==> config.mk <==
export PLATFORM = sky130hd
export DESIGN_NAME = data_memory_pipe
export DESIGN_NICKNAME = d
export VERILOG_FILES = /design/src/rtl/data_memory_pipe.sv
export SDC_FILE = /design/constraint.sdc
export NUM_CORES = 2
export LEC_CHECK = 0
export BUFFER_PORTS_ARGS = -buffer_cell sky130_fd_sc_hd__buf_2
export CORE_MARGIN = 1.5
export CORE_UTILIZATION = 30
export CTS_BUF_LIST = sky130_fd_sc_hd__clkbuf_8 sky130_fd_sc_hd__clkbuf_16
export DETAILED_ROUTE_END_ITERATION = 16
export HOLD_SLACK_MARGIN = 0.06
export PLACE_DENSITY = 0.51
export SETUP_SLACK_MARGIN = 0.15
export SLEW_MARGIN = 0
export SYNTH_ARGS = -nofsm -noshare
export SYNTH_HDL_FRONTEND = slang
export SYNTH_SLANG_ARGS = --single-unit
==> constraint.sdc <==
create_clock -name clk -period 3.7 [get_ports clk]
set_input_delay 0.555 -clock clk [delete_from_list [all_inputs] [get_ports clk]]
set_output_delay 0.555 -clock clk [all_outputs]
set_load 0.01 [all_outputs]
==> src/rtl/data_memory_pipe.sv <==
// Single-outstanding request/response word memory with byte-enabled writes
// and a fixed request-to-response latency.
module data_memory_pipe #(
  parameter int DATA_W  = 32,
  parameter int ADDR_W  = 32,
  parameter int DEPTH   = 64,
  parameter int LATENCY = 2
) (
  input  logic                clk,
  input  logic                rst,
  input  logic                req_valid,
  output logic                req_ready,
  input  logic                req_wr,
  input  logic [ADDR_W-1:0]   req_addr,
  input  logic [DATA_W-1:0]   req_wdata,
  input  logic [DATA_W/8-1:0] req_be,
  output logic                rsp_valid,
  input  logic                rsp_ready,
  output logic [DATA_W-1:0]   rsp_rdata,
  output logic                rsp_err
);
  localparam int NB = DATA_W / 8;
  localparam int AW = (DEPTH > 1) ? $clog2(DEPTH) : 1;

  typedef enum logic [1:0] {IDLE, WAIT, RESP} state_t;

  state_t          state, state_nxt;
  logic [1:0]      cnt, cnt_nxt;
  logic            accept, in_range;
  logic [AW-1:0]   idx;

  logic [DATA_W-1:0] mem [DEPTH] = '{default: '0};

  assign req_ready = (state == IDLE);
  assign rsp_valid = (state == RESP);
  assign accept    = req_valid && req_ready;
  assign in_range  = req_addr < ADDR_W'(DEPTH);
  assign idx       = req_addr[AW-1:0];

  // RESP is entered on the edge where the counter reaches zero, so the
  // consumer can take the response exactly LATENCY edges after acceptance.
  always_comb begin
    state_nxt = state;
    cnt_nxt   = cnt;
    case (state)
      IDLE: if (accept) begin
        cnt_nxt   = 2'(LATENCY - 1);
        state_nxt = (LATENCY == 1) ? RESP : WAIT;
      end
      WAIT: begin
        cnt_nxt = (cnt == 2'd0) ? 2'd0 : cnt - 2'd1;
        if (cnt <= 2'd1) state_nxt = RESP;
      end
      RESP: if (rsp_ready) state_nxt = IDLE;
      default: state_nxt = IDLE;
    endcase
  end

  always_ff @(posedge clk) begin
    if (rst) begin
      state     <= IDLE;
      cnt       <= 2'd0;
      rsp_rdata <= '0;
      rsp_err   <= 1'b0;
    end else begin
      state <= state_nxt;
      cnt   <= cnt_nxt;
      if (accept) begin
        rsp_rdata <= (!req_wr && in_range) ? mem[idx] : '0;
        rsp_err   <= !in_range;
      end
    end
  end

  // Memory contents survive reset; only accepted in-range writes touch it.
  always_ff @(posedge clk) begin
    if (!rst && accept && req_wr && in_range) begin
      for (int i = 0; i < NB; i++)
        if (req_be[i]) mem[idx][8*i +: 8] <= req_wdata[8*i +: 8];
    end
  end
endmodule

After elaboration in Yosys (flattened, before gate mapping)
Memory sizes are Yosys's and may differ from the RTL's.
Index checks and enable logic that the tools add are counted.
{"block": "op_classes", "n_addsub": 1, "n_lt_le_gt_ge": 2, "n_eq_ne": 5, "mux": 19, "n_reduce_logical": 13}
{"operator": "$lt A32 B7 Y1 const B", "count": 1}
{"operator": "$mux W32", "count": 1}
{"operator": "$mux W1", "count": 12}
{"operator": "$mux W2", "count": 4}
{"operator": "$pmux W2 S3", "count": 1}
{"operator": "$logic_and A1 B1 Y1", "count": 5}
{"operator": "$logic_not A2 Y1", "count": 2}
{"operator": "$ne A2 B1 Y1 const B", "count": 2}
{"operator": "$pmux W2 S2", "count": 1}
{"operator": "$logic_not A1 Y1", "count": 3}
{"operator": "$reduce_and A3 Y1", "count": 1}
{"operator": "$eq A2 B1 Y1 const B", "count": 1}
{"operator": "$eq A2 B2 Y1 const B", "count": 1}
{"operator": "$le A2 B1 Y1 const B", "count": 1}
{"operator": "$ne A2 B2 Y1 const B", "count": 1}
{"operator": "$reduce_and A2 Y1", "count": 1}
{"operator": "$reduce_bool A2 Y1", "count": 1}
{"operator": "$sub A2 B1 Y2 const B", "count": 1}
{"block": "word_totals", "reg_bits": 37, "ramBits": 2048, "in_bits": 73, "out_inout_bits": 35, "word_cells": 45, "mem_count": 1}
{"memory": "mem", "words": 64, "width": 32, "read_ports": 1, "rd_clocked_by_memory_dff": 0, "write_ports": 1, "line_no": "32", "source": "logic [DATA_W-1:0] mem [DEPTH] = '{default: '0};"}

Depth between registers and ports, before layout
{"block": "depth", "word_depth": 7, "ltp_mapped": 11, "ltp_nobuf": 6}

Least setup slack after synthesis
OpenSTA, ideal clock, no wires.
{"block": "synth_path", "kind": "input to register", "start": "input req_addr[30]", "end": "memory mem[10][10] (enable)", "setup_time_ns": 0.370, "arrival_ns": 2.563, "setup_slack_ns": 0.767, "path_stages": 8, "path_cell_list": "or4_4 and4bb_1 and2_2 and3b_1 buf_2 nand2_2 buf_1 nor2_1"}
{"block": "synth_between", "elab_chain_len": 4}
{"item": "from (decl)", "line_no": "14", "source": "input logic [ADDR_W-1:0] req_addr,"}
{"item": "$lt A32 B7 Y1", "line_no": "37", "source": "assign in_range = req_addr < ADDR_W'(DEPTH);"}
{"item": "$logic_and A1 B1 Y1", "line_no": "77", "source": "if (!rst && accept && req_wr && in_range) begin"}
{"item": "$mux W1", "line_no": "77"}
{"item": "$mux W1 (not written as such)", "line_no": "79", "source": "if (req_be[i]) mem[idx][8*i +: 8] <= req_wdata[8*i +: 8];"}
{"item": "to (decl)", "line_no": "32"}
No other way between the ends.

Final worst setup path
{"block": "layout_path", "start": "register state[1]", "end": "memory mem[57][13] (enable)"}
{"block": "layout_between", "elab_chain_len": 7}
{"item": "from (decl)", "line_no": "27", "source": "state_t state, state_nxt;"}
{"item": "from (signal assigned)", "line_no": "66", "source": "state <= state_nxt;"}
{"item": "$logic_not A2 Y1", "line_no": "34", "source": "assign req_ready = (state == IDLE);"}
{"item": "$logic_and A1 B1 Y1", "line_no": "36", "source": "assign accept = req_valid && req_ready;"}
{"item": "$logic_and A1 B1 Y1 (3 in a row)", "line_no": "77"}
{"item": "$mux W1", "line_no": "77"}
{"item": "$mux W1 (not written as such)", "line_no": "79"}
No other way between the ends.

==> summary.txt <==
Critical path
  – R2r startpoint: state[1]
  – Setup CP Type: flop to flop
  – Reg2Reg Depth: 9
  – R2R setup slack: ~0.63 ns
  – Crit path largest cell delay: about 0.6 ns
  – CP Cell Sequence: nor3b_2, and4_1, and2_2, and3b_1, buf_4, nand2_2, buf_12, nor2_1, buf_4
  – Worst Setup Start Kind: flop
  – CP max-delay cell: nor2_1
  – Critical Path RT: about 4.3 ns
  – Max FO, Critical Path: 64
  – Worst EP arrival: 3.64 ns
  – Critical Path Source: state[1]
  – FF-to-FF End: mem[57][13]
  – Most used cell, CP: buf_4
  – CP endpoint kind: flop
  – Critical Path Sink: mem[57][13]

Timing
  – FMAX: between 0.3 and 0.4 GHz
  – Crit share post-route: between 80 and 90%
  – Max-slew headroom: 23.07%
  – PnR worst setup slack: approximately 0.63 ns
  – # setup viols final: 0
  – Final min period: 3.070 ns
  – Worst Max-Slew Pin Slew: 1.154 ns
  – Unrepaired setup endpoints after global routing: no
  – Fin. Hold Viols: 0
  – Fin Clk Skew: around 0.038 ns
  – Max-slew violation count: 0

Route
  – Vias: just under 50000
  – Initial DRT Pass Iterations: 8
  – Routed WL: around 290000 um
  – Average wire per standard cell: between 30 and 40 um
  – Drc violations: 0
  – Final ANT Viol Nets: 0
  – Via density: 5.464
  – Initial DRC count: between 6000 and 7000

Floorplan
  – Die Width: 523.2 um
  – Std-Cell Rows: between 150 and 200
  – Initial Util: between 30% and 40%
  – Core Region: between 0.2 and 0.3 mm2
  – I/O Pins: between 100 and 150
  – Die ar.: roughly 0.27 mm2
  – Height of the chip: 523.2 um

Cells and area
  – Design area: roughly 0.096 mm2
  – Layout net count: 5157
  – Fin cells: 8823
  – Footprint of the multi-input gates: 0.01729 mm2
  – Layout cell share with drive strength beyond 1: between 20% and 30%
  – Layout Utilization: a little over a third
  – Area growth from synthesis to layout: 18.25%
  – Storage cell area: 0.06224 mm2
  – # fillers: about 25000

Run status
  – Status: finished clean

Synthesis
  – Top cell type by total area after synthesis: edfxtp_1
  – Post-synth top cells: 2048 x edfxtp_1, 346 x nor2_1, 243 x o22ai_1
  – Post-Syn Area: just over 0.08 mm2
  – Cells after synthesis: ~4500
  – Seq cells post-synth: 2085
  – Sequential area share after synthesis: between 70% and 80%
  – Post-synth top flop: edfxtp_1
  – Top-area cell type share of the netlist area: around 76%
  – Synth cell types: 77
  – Synth area leaders: edfxtp_1 76%, mux4_2 5.4%, mux2_2 2.5%
  – Yosys Warn Count: 0
  – Number of enable flip-flop cells after synthesis: between 2000 and 2500
  – Syn avg cell area: between 15 and 20 um2
  – Syn Nets: roughly 4600
  – Top-count cell post-synth: edfxtp_1
  – Async SR Flop Fraction: 0%

GRT
  – First-pass GRT wire length: about 390000 um
  – GRT Overall Usage: about a fifth
  – Number of global-route vias before repair: about 47000
  – Initial antenna violation count: 22
  – Gr ovfl total: 0
  – Largest net degree at the start of global routing: 69

Pwr
  – VDD IR-drop max: around 0.51 mV
  – Power per cell area: just over 500 mW/mm2
  – Leakage: a little over 30 nW

Clock network
  – Clock transition at the registers of the reported paths: roughly 0.060 ns
  – Worst-Skew Late Latency: roughly 0.87 ns
  – CTS root buffer: clkbuf_16
  – TritonCTS clock tree: built
  – TritonCTS Buffers: ~210
  – Sink Count: 2085
  – CTS H-tree lvls: 4
  – Post_cts resized: 0
  – Clock buffer depth: 3

Min path
  – Tightest Hold Check Type: input port to flop

Place
  – Dpl cells: 8420
  – Post-Place Setup Slack: just over 0.1 ns
  – DP HPWL: 187100 um
  – I/O Buffers: 107
  – Gp weighted congestion: ~0.90
  – Post-place instance area: a little under 0.09 mm2

Job
  – Max-cap viol count: 0
## state kept, by name, indices dropped and copies added, names as in the netlist
register / flops
state: 2
mem: 2048
rsp_rdata: 32
rsp_err: 1
cnt: 2
## area by class of cell
class / instances / area share (%)
sequential: 2085 / 64.83
tap: 3552 / 4.629
clock inverter: 162 / 1.065
antenna: 8 / 0.02085
clock buffer: 230 / 5.807
inverter: 7 / 0.03649
multi-input combinational: 2125 / 18.01
timing repair buffer: 654 / 5.609
## logic make-up after synthesis
family                 synth area share [%]
buffers and inverters                 2.187
muxes                                 9.795
and+or+nand+nor                       3.828
DFF                                   76.66
AOI/OAI and AO/OA                     7.531
## worst min-delay path by stage
stage                              from           to  slack, ns  depth (start not counted)
after global routing      req_wdata[30]  mem[34][30]       0.17                          1
after floorplan                  cnt[0]       cnt[0]       0.44                          2
final                     req_wdata[30]   mem[1][30]       0.18                          1
after detailed placement         cnt[0]       cnt[0]       0.46                          2
after CTS                 req_wdata[30]   mem[1][30]       0.13                          1
after global placement           cnt[0]       cnt[0]       0.46                          2
## routing by layer
metal  part of all wire [%]  global-route usage (%)  wire length [um]
met1                     42                   28.50            118700
met2                     45                   31.44            129300
met3                    9.5                   4.727             27080
met4                    3.6                   6.963             10380
met5                  0.016                       0                46
## where the power goes
| group | internal, W | switching (W) | total, W |
|---|---|---|---|
| logic | 0.000816 | 0.00191 | 0.00273 |
| clock network | 0.0113 | 0.00916 | 0.0204 |
| registers | 0.0259 | 0.00000354 | 0.0259 |
| total | 0.0380 | 0.0111 | 0.0491 |
## cell usage in the layout (no fill, tap or decap), drive strengths merged, types with 77 or more instances in the layout
cell	Yosys	layout
a21oi	125	125
buf	240	651
clkbuf	67	230
clkinv	0	77
edfxtp	2048	2048
inv	7	84
mux2	178	178
mux2i	160	160
mux4	193	193
nand2	215	215
nor2	347	347
o21ai	106	106
o221ai	139	139
o22ai	243	243
## per-stage QoR
step           TNS [ns]  power (W)  hold slack [ns]
2_1_floorplan         0    0.02764           0.4411
5_1_grt               0    0.05031           0.1654
3_5_place_dp          0    0.02913           0.4639
3_3_place_gp     -1.825    0.02911           0.4591
6_report              0    0.04909           0.1814
4_1_cts               0    0.04937           0.1280
## critical path: cells and delay by family (launching register included)
| kind | cells | cell delay [ns] |
|---|---|---|
| and+or+nand+nor | 6 | 1.67 |
| buffers and inverters | 3 | 0.73 |
| DFF | 1 | 0.36 |
## timing repair
action / CTS / global route
buffers inserted: 0 / 0
hold buffers: 3 / 0
hold endpoints to repair: 5 / 0
(Power assumes the default switching activity.)
